### src/rtl/ccsds123_pkg.sv
// rtl/ccsds123_pkg.sv - shared types and sizing helpers for the ccsds123 receive-side blocks
//
// Contents:
//   ser_state_t       serializer state (IDLE: no word held, SEND: word held, bytes going out)
//   bytes_per_word()  bytes in one BUS_WIDTH-bit compressed word (BYTES_PER_WORD)
//   fifo_level_width() width of a level counter able to hold 0..depth inclusive

package ccsds123_pkg;

    typedef enum logic [0:0] {
        IDLE = 1'b0,
        SEND = 1'b1
    } ser_state_t;

    function automatic int bytes_per_word(input int bus_width);
        return bus_width / 8;
    endfunction

    // One extra bit so a completely full FIFO (level == depth) is representable.
    function automatic int fifo_level_width(input int depth);
        return $clog2(depth) + 1;
    endfunction

endpackage

### src/rtl/ccsds123_sync_fifo.sv
// rtl/ccsds123_sync_fifo.sv - single-clock word FIFO with registered read data
//
// Ports:
//   clk, reset       rising-edge clock, synchronous active-high reset
//   push, push_data  write request and word; ignored when full unless a pop happens in the same cycle
//   pop              read request; ignored when empty
//   rd_data          popped word, registered: valid after the edge that performs the pop
//   full, empty      occupancy flags derived from the level counter
//   level            number of words currently stored

module ccsds123_sync_fifo
    import ccsds123_pkg::*;
#(
    parameter int WIDTH = 65,
    parameter int DEPTH = 16
) (
    input  logic                                clk,
    input  logic                                reset,
    input  logic                                push,
    input  logic [WIDTH-1:0]                    push_data,
    input  logic                                pop,
    output logic [WIDTH-1:0]                    rd_data,
    output logic                                full,
    output logic                                empty,
    output logic [fifo_level_width(DEPTH)-1:0]  level
);

    localparam int AW = $clog2(DEPTH);
    localparam int LW = fifo_level_width(DEPTH);

    logic [WIDTH-1:0] mem [DEPTH];
    logic [AW-1:0]    wr_ptr;
    logic [AW-1:0]    rd_ptr;
    logic [LW-1:0]    count;
    logic             do_push;
    logic             do_pop;

    assign empty   = (count == '0);
    assign full    = (count == LW'(DEPTH));
    assign level   = count;

    // A pop frees the slot the push lands in, so a full FIFO still accepts
    // a word in a cycle where it is also being read.
    assign do_pop  = pop && !empty;
    assign do_push = push && (!full || do_pop);

    always_ff @(posedge clk) begin
        if (do_push) begin
            mem[wr_ptr] <= push_data;
        end
    end

    always_ff @(posedge clk) begin
        if (reset) begin
            wr_ptr  <= '0;
            rd_ptr  <= '0;
            count   <= '0;
            rd_data <= '0;
        end else begin
            if (do_push) begin
                wr_ptr <= wr_ptr + AW'(1);
            end
            if (do_pop) begin
                rd_data <= mem[rd_ptr];
                rd_ptr  <= rd_ptr + AW'(1);
            end
            case ({do_push, do_pop})
                2'b10:   count <= count + LW'(1);
                2'b01:   count <= count - LW'(1);
                default: count <= count;
            endcase
        end
    end

endmodule

### src/rtl/ccsds123_byte_sink.sv
// rtl/ccsds123_byte_sink.sv - absorbs packed compressor words and re-emits them as a byte stream
//
// Ports:
//   clk, reset                       rising-edge clock, synchronous active-high reset
//   in_tdata, in_tvalid, in_tlast    compressed words, no backpressure
//   out_tdata, out_tvalid,
//   out_tready, out_tlast            byte stream, byte 0 of a word is in_tdata[7:0]
//   overflow                         sticky, set when a word is dropped on a full FIFO
//   fifo_level                       words stored in the FIFO (the word being serialized excluded)

module ccsds123_byte_sink
    import ccsds123_pkg::*;
#(
    parameter int BUS_WIDTH  = 64,
    parameter int FIFO_DEPTH = 16
) (
    input  logic                                      clk,
    input  logic                                      reset,
    input  logic [BUS_WIDTH-1:0]                      in_tdata,
    input  logic                                      in_tvalid,
    input  logic                                      in_tlast,
    output logic [7:0]                                out_tdata,
    output logic                                      out_tvalid,
    input  logic                                      out_tready,
    output logic                                      out_tlast,
    output logic                                      overflow,
    output logic [fifo_level_width(FIFO_DEPTH)-1:0]   fifo_level
);

    localparam int            BYTES_PER_WORD = bytes_per_word(BUS_WIDTH);
    localparam int            IW             = $clog2(BYTES_PER_WORD);
    localparam logic [IW-1:0] LAST_IDX       = IW'(BYTES_PER_WORD - 1);

    logic [BUS_WIDTH:0] fifo_rd_data;
    logic               fifo_pop;
    logic               fifo_full;
    logic               fifo_empty;

    ser_state_t         state_q;
    logic [IW-1:0]      idx_q;
    logic               fetch_q;
    logic               overflow_q;

    logic               sending;
    logic               handshake;
    logic               final_hs;
    logic [7:0]         byte_sel;

    assign sending   = (state_q == SEND);
    assign handshake = sending && out_tready;
    assign final_hs  = handshake && (idx_q == LAST_IDX);

    // Pop when idle (and no fetch already in flight), or on the last byte of
    // the current word so the next word follows without a bubble.
    assign fifo_pop  = !fifo_empty && ((!sending && !fetch_q) || final_hs);

    // The FIFO's registered read port doubles as the serializer holding
    // register: it only changes on a pop, so data is stable during stalls.
    ccsds123_sync_fifo #(
        .WIDTH (BUS_WIDTH + 1),
        .DEPTH (FIFO_DEPTH)
    ) u_fifo (
        .clk       (clk),
        .reset     (reset),
        .push      (in_tvalid),
        .push_data ({in_tlast, in_tdata}),
        .pop       (fifo_pop),
        .rd_data   (fifo_rd_data),
        .full      (fifo_full),
        .empty     (fifo_empty),
        .level     (fifo_level)
    );

    always_comb begin
        byte_sel = '0;
        for (int i = 0; i < BYTES_PER_WORD; i++) begin
            if (idx_q == IW'(i)) begin
                byte_sel = fifo_rd_data[8*i +: 8];
            end
        end
    end

    assign out_tvalid = sending;
    assign out_tdata  = sending ? byte_sel : 8'h00;
    assign out_tlast  = sending && fifo_rd_data[BUS_WIDTH] && (idx_q == LAST_IDX);
    assign overflow   = overflow_q;

    always_ff @(posedge clk) begin
        if (reset) begin
            overflow_q <= 1'b0;
        end else if (in_tvalid && fifo_full && !fifo_pop) begin
            overflow_q <= 1'b1;
        end
    end

    // Idle path: the pop edge registers the word, fetch_q marks it landed,
    // and the following edge enters SEND (first byte two edges after the push).
    always_ff @(posedge clk) begin
        if (reset) begin
            state_q <= IDLE;
            idx_q   <= '0;
            fetch_q <= 1'b0;
        end else begin
            case (state_q)
                IDLE: begin
                    if (fetch_q) begin
                        state_q <= SEND;
                        idx_q   <= '0;
                        fetch_q <= 1'b0;
                    end else if (!fifo_empty) begin
                        fetch_q <= 1'b1;
                    end
                end
                SEND: begin
                    if (handshake) begin
                        if (idx_q != LAST_IDX) begin
                            idx_q <= idx_q + IW'(1);
                        end else if (!fifo_empty) begin
                            idx_q <= '0;
                        end else begin
                            state_q <= IDLE;
                            idx_q   <= '0;
                        end
                    end
                end
                default: begin
                    state_q <= IDLE;
                    idx_q   <= '0;
                    fetch_q <= 1'b0;
                end
            endcase
        end
    end

endmodule

### config.mk
export PLATFORM = sky130hd
export DESIGN_NAME = ccsds123_byte_sink
export DESIGN_NICKNAME = d
export VERILOG_FILES = /design/src/rtl/ccsds123_pkg.sv /design/src/rtl/ccsds123_sync_fifo.sv /design/src/rtl/ccsds123_byte_sink.sv
export SDC_FILE = /design/constraint.sdc
export NUM_CORES = 1
export LEC_CHECK = 0
export BUFFER_PORTS_ARGS = -buffer_cell sky130_fd_sc_hd__buf_2
export CAP_MARGIN = 20
export CORE_UTILIZATION = 36
export DETAILED_ROUTE_END_ITERATION = 8
export PLACE_DENSITY_LB_ADDON = 0.2
export SYNTH_ARGS = -nofsm -noshare
export SYNTH_HDL_FRONTEND = slang
export SYNTH_HIERARCHICAL = 1
export SYNTH_SLANG_ARGS = --single-unit
### constraint.sdc
create_clock -name clk -period 10.3 [get_ports clk]
set_clock_uncertainty 0.2 [all_clocks]
set_input_delay 2.06 -clock clk [delete_from_list [all_inputs] [get_ports clk]]
set_output_delay 2.06 -clock clk [all_outputs]
set_load 0.01 [all_outputs]
# --- Yosys cells after proc, flatten, opt, wreduce, memory -nomap -nowiden ---
# Memory sizes are Yosys's and may differ from the RTL's. A register that Yosys moved wholly into a read port is not among the register bits.
# Index checks and enable logic that the tools add are counted.
# Widths: inputs -> output; s select.
classes:
  add_sub_neg: 5
  mul: 0
  div_mod_pow: 0
  magnitude_cmp: 0
  eq_ne: 13
  n_shift: 0
  muxes: 22
  bitwise: 1
  reduce_logical: 21
op_table:
  columns: ["cell", "count"]
  rows:
  - ["$mux 8", 9]
  - ["$eq 3x3->1 const B", 4]
  - ["$logic_and 1x1->1", 10]
  - ["$pmux 5 s2", 1]
  - ["$mux 3", 3]
  - ["$add 4x1->4 const B", 2]
  - ["$mux 1", 7]
  - ["$eq 3x2->1 const B", 2]
  - ["$pmux 3 s2", 1]
  - ["$add 5x1->5 const B", 1]
  - ["$eq 5x5->1 const B", 1]
  - ["$logic_not 1->1", 5]
  - ["$logic_not 5->1", 1]
  - ["$sub 5x1->5 const B", 1]
  - ["$add 3x1->3 const B", 1]
  - ["$eq 3x1->1 const B", 1]
  - ["$logic_not 3->1", 1]
  - ["$ne 3x3->1 const B", 1]
  - ["$eq 2x1->1 const B", 1]
  - ["$eq 2x2->1 const B", 1]
  - ["$logic_or 1x1->1", 2]
  - ["$ne 2x1->1 const B", 1]
  - ["$ne 2x2->1 const B", 1]
  - ["$pmux 1 s2", 1]
  - ["3 further kinds", 3]
totals:
  reg_bits: 19
  latch_bits: 0
  ramBits: 1040
  rom_bits: 0
  output_inout_bits: 16
  word_cells: 70
  mem_count: 1
memory_table:
  columns: ["memory", "words", "width", "rd", "rd_ports_with_merged_regs", "write_ports", "line", "rtl"]
  rows:
  - ["u_fifo.mem", 16, 65, 1, 1, 1, "ccsds123_sync_fifo.sv:31", "logic [WIDTH-1:0] mem [DEPTH];"]

# --- Longest topological paths before layout ---
# Gate-level depths: netlist (run 1).
depth:
  depth_word: 10
  ltp_mapped: 13
  depth_no_buf: 12

# --- Modules after synthesis ---
# The synthesis (run 1) kept the hierarchy.
by_module_without_submodules:
  columns: ["module", "n_inst", "cells_per_inst", "area_per_inst_um2"]
  rows:
  - ["ccsds123_sync_fifo", 1, 1840, 42127.9]
  - ["ccsds123_byte_sink", 1, 164, 1129.8]

# --- Worst setup path before layout (run 1) ---
# No wires, ideal clock.
synth_path:
  path_type: "input -> register"
  from: "input out_tready"
  to: "memory u_fifo.mem[0][0] (enable)"
  setup_time_ns: 0.568
  t_arrival_ns: 7.475
  required_time_ns: 9.532
  slack_ns: 2.057
  cell_stages: 6
  path_buffers: 1
  cell_sequence: "nand3_1 > a21oi_1 > clkbuf_1 > o31a_1 > nand2_1 > nor3_1"
synth_between:
  elab_chain_len: 9
synth_lines:
  columns: ["item", "line", "rtl"]
  rows:
  - ["start: declaration", "ccsds123_byte_sink.sv:24", "input logic out_tready,"]
  - ["$logic_and 1x1->1", "ccsds123_byte_sink.sv:50", "assign handshake = sending && out_tready;"]
  - ["$logic_and 1x1->1", "ccsds123_byte_sink.sv:51", "assign final_hs = handshake && (idx_q == LAST_IDX);"]
  - ["$logic_or 1x1->1", "ccsds123_byte_sink.sv:55", "assign fifo_pop = !fifo_empty && ((!sending && !fetch_q) || final_hs);"]
  - ["$logic_and 1x1->1", "ccsds123_byte_sink.sv:55", null]
  - ["net fifo_pop", "ccsds123_byte_sink.sv:35", "logic fifo_pop;"]
  - ["$logic_and 1x1->1", "ccsds123_sync_fifo.sv:44", "assign do_pop = pop && !empty;"]
  - ["$logic_or 1x1->1", "ccsds123_sync_fifo.sv:45", "assign do_push = push && (!full || do_pop);"]
  - ["$logic_and 1x1->1", "ccsds123_sync_fifo.sv:45", null]
  - ["$mux 1", "ccsds123_sync_fifo.sv:48", "if (do_push) begin"]
  - ["$mux 1 (implied by the code)", "ccsds123_sync_fifo.sv:49", "mem[wr_ptr] <= push_data;"]
  - ["end: declaration", "ccsds123_sync_fifo.sv:31", null]
# The timed path passes the listed nets, and every way through them passes these cells.

# --- Worst setup path in the final report (run 1) ---
layout_path:
  from: "register idx_q[0]"
  to: "output out_tdata[7]"
layout_between:
  elab_chain_len: 10
layout_lines:
  columns: ["item", "line", "rtl"]
  rows:
  - ["start: declaration", "ccsds123_byte_sink.sv:40", "logic [IW-1:0] idx_q;"]
  - ["start signal: assignment", "ccsds123_byte_sink.sv:117", "idx_q <= idx_q + IW'(1);"]
  - ["$logic_not 3->1", "ccsds123_byte_sink.sv:77", "if (idx_q == IW'(i)) begin"]
  - ["$mux 8 (7 in series)", "ccsds123_byte_sink.sv:77", null]
  - ["$mux 8 *", "ccsds123_byte_sink.sv:77", null]
  - ["$mux 8 *", "ccsds123_byte_sink.sv:84", "assign out_tdata = sending ? byte_sel : 8'h00;"]
  - ["end: declaration", "ccsds123_byte_sink.sv:22", "output logic [7:0] out_tdata,"]
# Every way passes the cells marked *; elsewhere a longest branch is shown, timed or not.

==> results of run 1 <==
-- Yosys cell counts (3+ instances only) --
cell and count:
buf_4 5, dfxtp_1 84, nand2_1 17, and3_1 10
a211o_2 7, buf_2 40, nor2_1 113, a221o_1 72
edfxtp_1 1040, mux2_2 69, a32oi_1 16, nand3_1 11
mux4_2 260, inv_1 27, ha_1 14, buf_1 11
o211ai_1 3, nor2b_1 9, xor2_1 6, nor3_1 5
a21oi_1 15, buf_6 16, nand2b_1 7, clkbuf_1 43
nand3b_1 8, mux2i_1 71
-- layout by cell type, fill, tap and decap left out, types with 3 or more instances in the layout --
| cell type | netlist | final |
|---|---|---|
| a211o_2 | 7 | 7 |
| a21oi_1 | 15 | 15 |
| a221o_1 | 72 | 72 |
| a32oi_1 | 16 | 16 |
| and3_1 | 10 | 10 |
| buf_2 | 40 | 84 |
| buf_4 | 5 | 44 |
| bufinv_16 | 0 | 7 |
| clkbuf_1 | 43 | 38 |
| clkbuf_16 | 0 | 115 |
| clkbuf_8 | 0 | 18 |
| clkinv_1 | 0 | 11 |
| clkinv_2 | 0 | 15 |
| dfxtp_1 | 84 | 81 |
| dfxtp_4 | 0 | 3 |
| edfxtp_1 | 1040 | 1040 |
| ha_1 | 14 | 14 |
| inv_1 | 27 | 27 |
| inv_6 | 0 | 3 |
| mux2_2 | 69 | 69 |
| mux2i_1 | 71 | 71 |
| mux4_2 | 260 | 260 |
| nand2_1 | 17 | 17 |
| nand2b_1 | 7 | 7 |
| nand3_1 | 11 | 11 |
| nand3b_1 | 8 | 8 |
| nor2_1 | 113 | 101 |
| nor2_4 | 0 | 12 |
| nor2b_1 | 9 | 8 |
| nor3_2 | 0 | 4 |
| o211ai_1 | 3 | 3 |
| xor2_1 | 6 | 6 |
-- registers in the layout (all words and copies together) (netlist names) --
signal          flops
u_fifo/rd_data     65
out_tvalid          1
u_fifo/rd_ptr       4
idx_q               3
fetch_q             1
u_fifo/mem       1040
u_fifo/wr_ptr       4
u_fifo/level        5
overflow            1
-- per-stage QoR --
step | hold WS [ps] | util, % | total power, mW | worst slack, ps | std cells
after floorplan | 248 | - | 6.41 | 2060 | 2004
after global placement | 268 | 38.4 | 6.93 | 4690 | 3618
after detailed placement | 266 | 38.4 | 6.95 | 4650 | 3618
after CTS | 288 | 41.6 | 11.1 | 4350 | 3834
after global routing | 317 | 41.6 | 11.3 | 4340 | 3837
final | 282 | 41.6 | 10.9 | 4470 | 3837
-- power by group through the flow --
| stage | clock network, mW | registers (mW) | logic (mW) |
|---|---|---|---|
| CTS | 4.21 | 5.45 | 1.41 |
| global route | 4.36 | 5.46 | 1.50 |
| finish | 4.11 | 5.44 | 1.38 |
| detailed placement | 0 | 5.54 | 1.41 |
| floorplan | 0 | 5.40 | 1.01 |
| global placement | 0 | 5.54 | 1.39 |
-- logic make-up after synthesis --
logic type / count (synthesis)
xor gates and xnor gates: 7
AOI/OAI and AO/OA: 130
muxes: 400
and+or+nand+nor: 186
adders and majority gates: 15
buffers and inverters: 142
DFF: 1124
-- worst paths after layout --
check	end	slack [ps]	startpoint	depth (start not counted)
worst max register to register	u_fifo/mem[9][1]	5490	idx_q[2]	8
worst min register to register	overflow	280	overflow	1
worst max-delay path	out_tdata[7]	4470	idx_q[0]	6
worst min-delay path	overflow	280	overflow	1
-- worst max-delay path, cell delays in order (launching register included) --
cell      delay, ps
dfxtp_1         410
ha_1            860
a21oi_1         190
a221oi_2        300
a211oi_1        100
o41ai_2         740
buf_2           260
-- area by class of cell --
class | count | share of cell area (%)
clock inverters | 45 | 1.01
repair buffers | 131 | 1.65
diodes | 1 | 0.00507
multi-input cells | 738 | 19.8
inverters | 27 | 0.205
clock buffers | 171 | 6.62
well taps | 1600 | 4.06
flip-flops and latches | 1124 | 66.7
-- metal layers --
layer / up-vias / wire length (um)
met2: 512 / 50400
li1: 8651 / -
met5: - / 146
met4: 22 / 2120
met1: 11100 / 44800
met3: 165 / 6130
==> impl_metrics.tcl, run 1 <==
set metrics [dict create \
    status "finished clean" \
    ys.flop_type "edfxtp_1" \
    netlist_area_um2 43300 \
    drt_wl_total_um 104000 \
    yosys.area.top_type_share_pct 72.2 \
    rsz0062_at_grt "no" \
    drt.antenna.violating_nets 0 \
    setup_violations 0 \
    grt.overflow.total 0 \
    post_cts_resized 0 \
    synthTopCellsByArea "edfxtp_1 (72%), mux4_2 (14%), dfxtp_1 (3.9%)" \
    final_nets 2220 \
    slew_headroom_pct 24.9 \
    multiInputGateArea_um2 9760 \
    gr-max-usage-layer "met2" \
    grt_util_met1_pct 23.5 \
    clk_pin_slew_ps 60 \
    grtUsageMet2_pct 28.1 \
    syn-instance-count 2004 \
    coreArea_um2 119000 \
    power_frac_comb_pct 12.7 \
    num_rows 126 \
    first_global_vias 21400 \
    postSynthNetCount 2088 \
    fill_cells 10400 \
    syn_area_per_cell_um2 21.6 \
    start_util_pct 36.5 \
    swShare_pct 25.0 \
    setup.worst_path.class "register to output port" \
    synthDistinctLibCells 49 \
    drc 0 \
    grt.total_usage_pct 17.2 \
    place_area_um2 45600 \
    synthAdderAreaFrac_pct 0.451 \
    worst_pin_slew_ps 1130 \
    worst_ep_arrival_time_ps 3570 \
    p_sw_mw 2.73 \
    grt_max_degree 116 \
    synth_mux_area_share_pct 17.0 \
    grt_use_met3_pct 3.60 \
    cts_setup_buffers 0 \
    fin_tns_setup_ps 0 \
    synth_enable_flop_cells 1040 \
    async_flop_share_pct 0 \
    yosys.area_share.simple_pct 1.94 \
    synth_compound_area_share_pct 2.74 \
    end_kind "output port" \
    vias 20500 \
    hold_violations 0 \
    cp.required_ps 8040 \
    clock_latency_ps 710 \
    grt_pass1_wl_um 151000 \
    seq_area_frac_synth_pct 76.1 \
    synth_warnings 6 \
    dieArea_um2 122000 \
    yosys.area_share.xor_xnor_pct 0.142 \
    fmax_ghz 0.171 \
    firstDrtPassIters 6 \
    slew_viol_final 0 \
    io_pins 85 \
    min_path_type "register to register" \
    detail_route.wl_per_cell_um 27.0 \
    p_leak_nw 15.2 \
    ys_seq_elements 1124 \
    cts_tree "yes" \
    worst_setup_path_start_kind "register" \
    design_area_um2 49400 \
    die_w_um 349 \
    hold_buffers 0 \
    synth_top_family_by_area "multiplexers" \
    area_delta_synth_final_pct 14.1 \
    htreeDepth 3 \
    die_h_um 349 \
    first_iter_violations 1582 \
    antenna_found_initial 19 \
    drv_cap 0 \
    synth_top_area_cell "edfxtp_1" \
    cts_buffer_depth 3 \
    p_per_area_nw_per_um2 221 \
    p_clk_share_pct 37.6 \
    ir_drop_mv 0.139 \
    fin_crit_sh_pct 56.6 \
    intPower_mw 8.20 \
    cts_sinks 1124 \
    p_seq_share_pct 49.8 \
    seq_area_um2 32900 \
    cts_buffers 114 \
    place.gp.congestion 0.795 \
    path_max_fanout 33 \
    clock-root-buffer "clkbuf_16" \
    io_buffers 84 \
    vias_per_cell 5.33 \
    period_needed_ps 5830 \
    dp_hpwl_um 56100 \
    drive_gt1_share_pct 29.7 \
]
(Power assumes the default switching activity.)
==> run 2: changes to the inputs <==
==> constraint.sdc (replaced) <==
create_clock -name clk -period 5.86 [get_ports clk]
set_clock_uncertainty 0.2 [all_clocks]
set_input_delay 1.172 -clock clk [delete_from_list [all_inputs] [get_ports clk]]
set_output_delay 1.172 -clock clk [all_outputs]
set_load 0.01 [all_outputs]
==> run 2 against run 1 <==
  * Cell count is 0.10% higher
  * Combinational power is 76% higher
  * Flip-flop and latch count stayed put
  * Cell area is 0.45% higher
==> impl_metrics.tcl, run 2 (synthesized netlist as in run 1, its figures left out) <==
set metrics [dict create \
    first_global_vias 21600 \
    clock_latency_ps 690 \
    hold_buffers 0 \
    p_per_area_nw_per_um2 386 \
    ff2ff_path_depth 12 \
    r2r_start "idx_q[2]" \
    dieArea_um2 122000 \
    worst_setup_path_start_kind "register" \
    die_w_um 349 \
    die_h_um 349 \
    place.gp.congestion 0.803 \
    hold_slack_ps 290 \
    start_util_pct 36.5 \
    dp_hpwl_um 55900 \
    drc 0 \
    cts_buffer_depth 3 \
    coreArea_um2 119000 \
    htreeDepth 3 \
    drv_cap 0 \
    min_path_type "register to register" \
    fmax_ghz 0.203 \
    first_iter_violations 1669 \
    status "finished clean" \
    cp.required_ps 4490 \
    area_delta_synth_final_pct 14.6 \
    path_max_fanout 16 \
    clk_pin_slew_ps 60 \
    slew_viol_final 0 \
    wl_met3_um 6340 \
    rsz0062_at_grt "no" \
    largest_reg_flops 1040 \
    post_cts_resized 0 \
    final_cell_mix "edfxtp_1 (1,040), mux4_2 (260), clkbuf_16 (116), nor2_1 (101), buf_2 (84)" \
    num_rows 126 \
    hold_violations 0 \
    worst_pin_slew_ps 1080 \
    crit_end "out_tdata[7]" \
    whs_path_depth 1 \
    cts_buffers 115 \
    r2r_end "u_fifo/level[4]" \
    reg2reg_slack_ps 1500 \
    cts_tree "yes" \
    p_leak_nw 15.2 \
    firstDrtPassIters 5 \
    end_kind "output port" \
    slew_headroom_pct 28.1 \
    final_nets 2224 \
    cts_sinks 1124 \
    wl_met1_um 44400 \
    antenna_found_initial 12 \
    period_needed_ps 4920 \
    top_register "u_fifo/mem" \
    critPathLaunch "idx_q[2]" \
    clock-root-buffer "clkbuf_16" \
    grt_max_degree 84 \
    grt_pass1_wl_um 148000 \
    diodes 0 \
    io_pins 85 \
    drive_gt1_share_pct 29.7 \
    grt.overflow.total 0 \
    cts_setup_buffers 0 \
    maxUsedRoutingLayer "met5" \
    fin_tns_setup_ps 0 \
    vias_per_cell 5.25 \
    layout_commonest_cell "edfxtp_1" \
    io_buffers 84 \
    detail_route.wl_per_cell_um 26.0 \
    met2_length_um 47500 \
    vias 20100 \
    setup.worst_path.class "register to output port" \
    drt_wl_total_um 100000 \
    ir_drop_mv 0.226 \
    worst_ep_arrival_time_ps 3550 \
    drt.antenna.violating_nets 0 \
    setup_violations 0 \
    grt.total_usage_pct 16.6 \
    fin_crit_sh_pct 84.0 \
]
-- run 2: cell count changes in the layout (fill, tap and decap cells not counted), sizes merged --
cell and delta:
buf +3, bufinv +1, clkbuf -11, clkinv +10
diode -1, inv +2
-- run 2: per-stage QoR --
stage                     util (%)  instance area, um2  setup slack (ps)  instances  power [mW]
after global routing          41.8               49600               677       3841        19.8
after detailed placement      38.7               45900              1620       3623        12.2
after floorplan                  -               43300               249       2004        11.3
final                         41.8               49600               937       3841        19.1
after global placement        38.7               45900              1550       3623        12.2
after CTS                     41.8               49600               942       3841        19.4
-- run 2: report_power, final --
part | total [mW] | internal, mW | leakage [nW] | switching (mW)
logic | 2.43 | 1.08 | 3.29 | 1.35
clock network | 7.14 | 4.17 | 1.83 | 2.98
registers | 9.57 | 9.18 | 10.1 | 0.391
-- run 2: area by class of cell --
| type | instances | area [um2] |
|---|---|---|
| fillers | 10400 | 69000 |
| repair buffers | 134 | 1060 |
| clock buffers | 160 | 3210 |
| multi-input cells | 738 | 9780 |
| well taps | 1600 | 2000 |
| inverters | 27 | 101 |
| flip-flops and latches | 1124 | 32900 |
| clock inverters | 58 | 514 |
-- run 2: metal layers --
metal  up-vias  GRT usage [%]
met1     10800           23.4
met2       540           26.5
met5         -              0
li1       8674              -
met4        14           4.03
met3       132           3.43
-- run 2: worst max-delay path, cell delays in order (launching register included) --
cell and delay, ps:
dfxtp_1 690, inv_1 140, ha_1 340, or2_1 370, a221oi_2 230, a211oi_1 90, o41ai_2 720, buf_2 270
-- run 2: worst min-delay path by stage --
stage,end,from
after global placement,overflow,overflow
after floorplan,u_fifo/rd_data[64],u_fifo/rd_data[64]
final,u_fifo/rd_data[57],u_fifo/rd_data[57]
after CTS,u_fifo/rd_data[57],u_fifo/rd_data[57]
after global routing,u_fifo/rd_data[57],u_fifo/rd_data[57]
after detailed placement,overflow,overflow
==> run 3: changes to the inputs <==
--- a/config.mk
+++ b/config.mk
@@ -5,6 +5,7 @@
 export SDC_FILE = /design/constraint.sdc
 export NUM_CORES = 1
 export LEC_CHECK = 0
+export ABC_AREA = 1
 export BUFFER_PORTS_ARGS = -buffer_cell sky130_fd_sc_hd__buf_2
 export CAP_MARGIN = 20
 export CORE_UTILIZATION = 36
==> constraint.sdc (replaced) <==
create_clock -name clk -period 4.6 [get_ports clk]
set_clock_uncertainty 0.2 [all_clocks]
set_input_delay 0.92 -clock clk [delete_from_list [all_inputs] [get_ports clk]]
set_output_delay 0.92 -clock clk [all_outputs]
set_load 0.01 [all_outputs]
==> run 3 against run 2 <==
  * Via count up 57%
  * Cell area is 9.1% higher
  * Critical path depth up 5
  * Total power rose by 43%
  * Combinational power increased to 2.5 times the previous value
  * Clock-buffer cell count grew 14
  * Worst setup slack got worse by 680 ps
  * Clock power grew 29%
  * Utilization fell by 1.2 points
  * Non-clock buffer count rose by 13
  * Routed wire length increased by 27%
  * Largest cell class unchanged
  * Largest power group unchanged
==> impl_metrics.tcl, run 3 <==
set metrics [dict create \
    largest_reg_flops 1040 \
    synthDistinctLibCells 37 \
    synth_most_common_cell "nand2_1" \
    design_area_um2 54100 \
    seq_area_frac_synth_pct 68.1 \
    clock-root-buffer "clkbuf_16" \
    cp.required_ps 3480 \
    area_delta_synth_final_pct 11.9 \
    rsz0062_at_grt "no" \
    p_leak_nw 22.2 \
    path_max_fanout 10 \
    detail_route.wl_per_cell_um 19.4 \
    async_flop_share_pct 0 \
    firstDrtPassIters 6 \
    postSynthNetCount 4772 \
    final_cell_mix "nand2_1 (1,490), edfxtp_1 (1,040), nand3_1 (750), inv_1 (658), nor2_1 (241)" \
    synth_common_cells "nand2_1 (1,490), edfxtp_1 (1,040), nand3_1 (750)" \
    cts_buffers 115 \
    io_buffers 84 \
    place.gp.congestion 0.792 \
    drt.antenna.violating_nets 0 \
    antenna_found_initial 15 \
    seq_area_um2 32900 \
    hold_buffers 0 \
    first_global_vias 30100 \
    synth_top_area_cell "edfxtp_1" \
    drv_cap 0 \
    fmax_ghz 0.230 \
    io_pins 85 \
    worst_setup_path_start_kind "register" \
    cts_sinks 1124 \
    end_kind "output port" \
    synth_enable_flop_cells 1040 \
    multiInputGateArea_um2 11400 \
    post_cts_resized 0 \
    ys_seq_elements 1124 \
    synthTopCellsByArea "edfxtp_1 (65%), nand2_1 (12%), nand3_1 (7.8%)" \
    syn-instance-count 4688 \
    num_rows 134 \
    status "finished clean" \
    grt_pass1_wl_um 192000 \
    coreArea_um2 133000 \
    top_register "u_fifo/mem" \
    grt.total_usage_pct 18.7 \
    dp_hpwl_um 67200 \
    netlist_area_um2 48400 \
    cts_tree "yes" \
    setup_violations 0 \
    die_h_um 369 \
    dieArea_um2 136000 \
    syn_area_per_cell_um2 10.3 \
    hold_violations 0 \
    drt_wl_total_um 127000 \
    htreeDepth 3 \
    cts_buffer_depth 3 \
    drive_gt1_share_pct 7.52 \
    start_util_pct 36.3 \
    synth_warnings 6 \
    fin_tns_setup_ps 0 \
    vias 31700 \
    grt_max_degree 161 \
    slew_headroom_pct 24.4 \
    yosys.area.top_type_share_pct 64.6 \
    layout_commonest_cell "nand2_1" \
    fin_crit_sh_pct 94.5 \
    ir_drop_mv 0.745 \
    die_w_um 369 \
    worst_ep_arrival_time_ps 3230 \
    drc 0 \
    clock_latency_ps 730 \
    min_path_type "register to register" \
    worst_pin_slew_ps 1130 \
    fill_cells 12700 \
    period_needed_ps 4350 \
    ys.flop_type "edfxtp_1" \
    final_nets 4788 \
    p_per_area_nw_per_um2 505 \
    clk_pin_slew_ps 60 \
    grt.overflow.total 0 \
    slew_viol_final 0 \
    vias_per_cell 4.82 \
    place_area_um2 50400 \
    first_iter_violations 2568 \
    cts_setup_buffers 0 \
    setup.worst_path.class "register to output port" \
]
==> run 3: per-stage QoR <==
stage	hold WS, ps	worst slack [ps]	utilization, %	std cells	total power [mW]
after global placement	268	718	37.8	6355	18.3
after floorplan	244	-660	-	4688	16.7
final	285	252	40.6	6574	27.3
after global routing	329	86.9	40.6	6572	28.8
after detailed placement	276	702	37.8	6355	18.4
after CTS	283	267	40.6	6570	27.6
==> run 3: worst max-delay path: stages (launching register included) <==
cell,delay (ps)
dfxtp_1,500
inv_4,120
ha_1,330
inv_1,230
o21ai_0,120
inv_1,60
nand2_1,50
nand2_1,110
nand2_1,70
nand2_1,60
nand2_1,40
a21oi_1,540
buf_2,250
==> run 3: final timing paths <==
kind / start / endpoint / slack [ps] / cells past startpoint
hold / removal: fetch_q / fetch_q / 290 / 2
hold reg to reg: fetch_q / fetch_q / 290 / 2
setup reg to reg: out_tvalid / u_fifo/mem[0][20] / 1000 / 9
setup / recovery: idx_q[2] / out_tdata[7] / 250 / 12
==> run 3: final cells by class <==
type | instances | area share (%)
sequential | 1124 | 60.9
antenna | 4 | 0.0185
multi-input combinational | 2649 | 21.2
clock buffer | 174 | 6.23
timing repair buffer | 147 | 2.33
tap | 1768 | 4.09
clock inverter | 41 | 0.634
inverter | 667 | 4.70
==> run 3: power breakdown <==
| group | total [mW] | internal [mW] | switching (mW) |
|---|---|---|---|
| clock | 9.20 | 5.31 | 3.89 |
| combinational | 6.11 | 1.78 | 4.33 |
| sequential | 12.0 | 11.6 | 0.424 |
| total | 27.3 | 18.7 | 8.64 |
==> run 3: cell families (layout without fill, tap and decap cells) <==
family          Yosys count  count (layout)  share of synthesized area [%]
flops                  1124            1124                           68.1
xor+xnor                  3               3                         0.0543
fa+ha+maj                15              15                          0.404
simple gates           2514            2514                           21.6
other cells               0               4                              0
buf+inv                 915            1029                           8.52
compound gates          117             117                           1.39
==> run 3: metal layers <==
metal,GRT usage (%),share of wire (%),up-vias
met2,30.4,47,704
met4,5.54,2.3,6
li1,-,-,15300
met3,2.80,5.0,172
met1,26.0,46,15500
met5,0,0.028,-
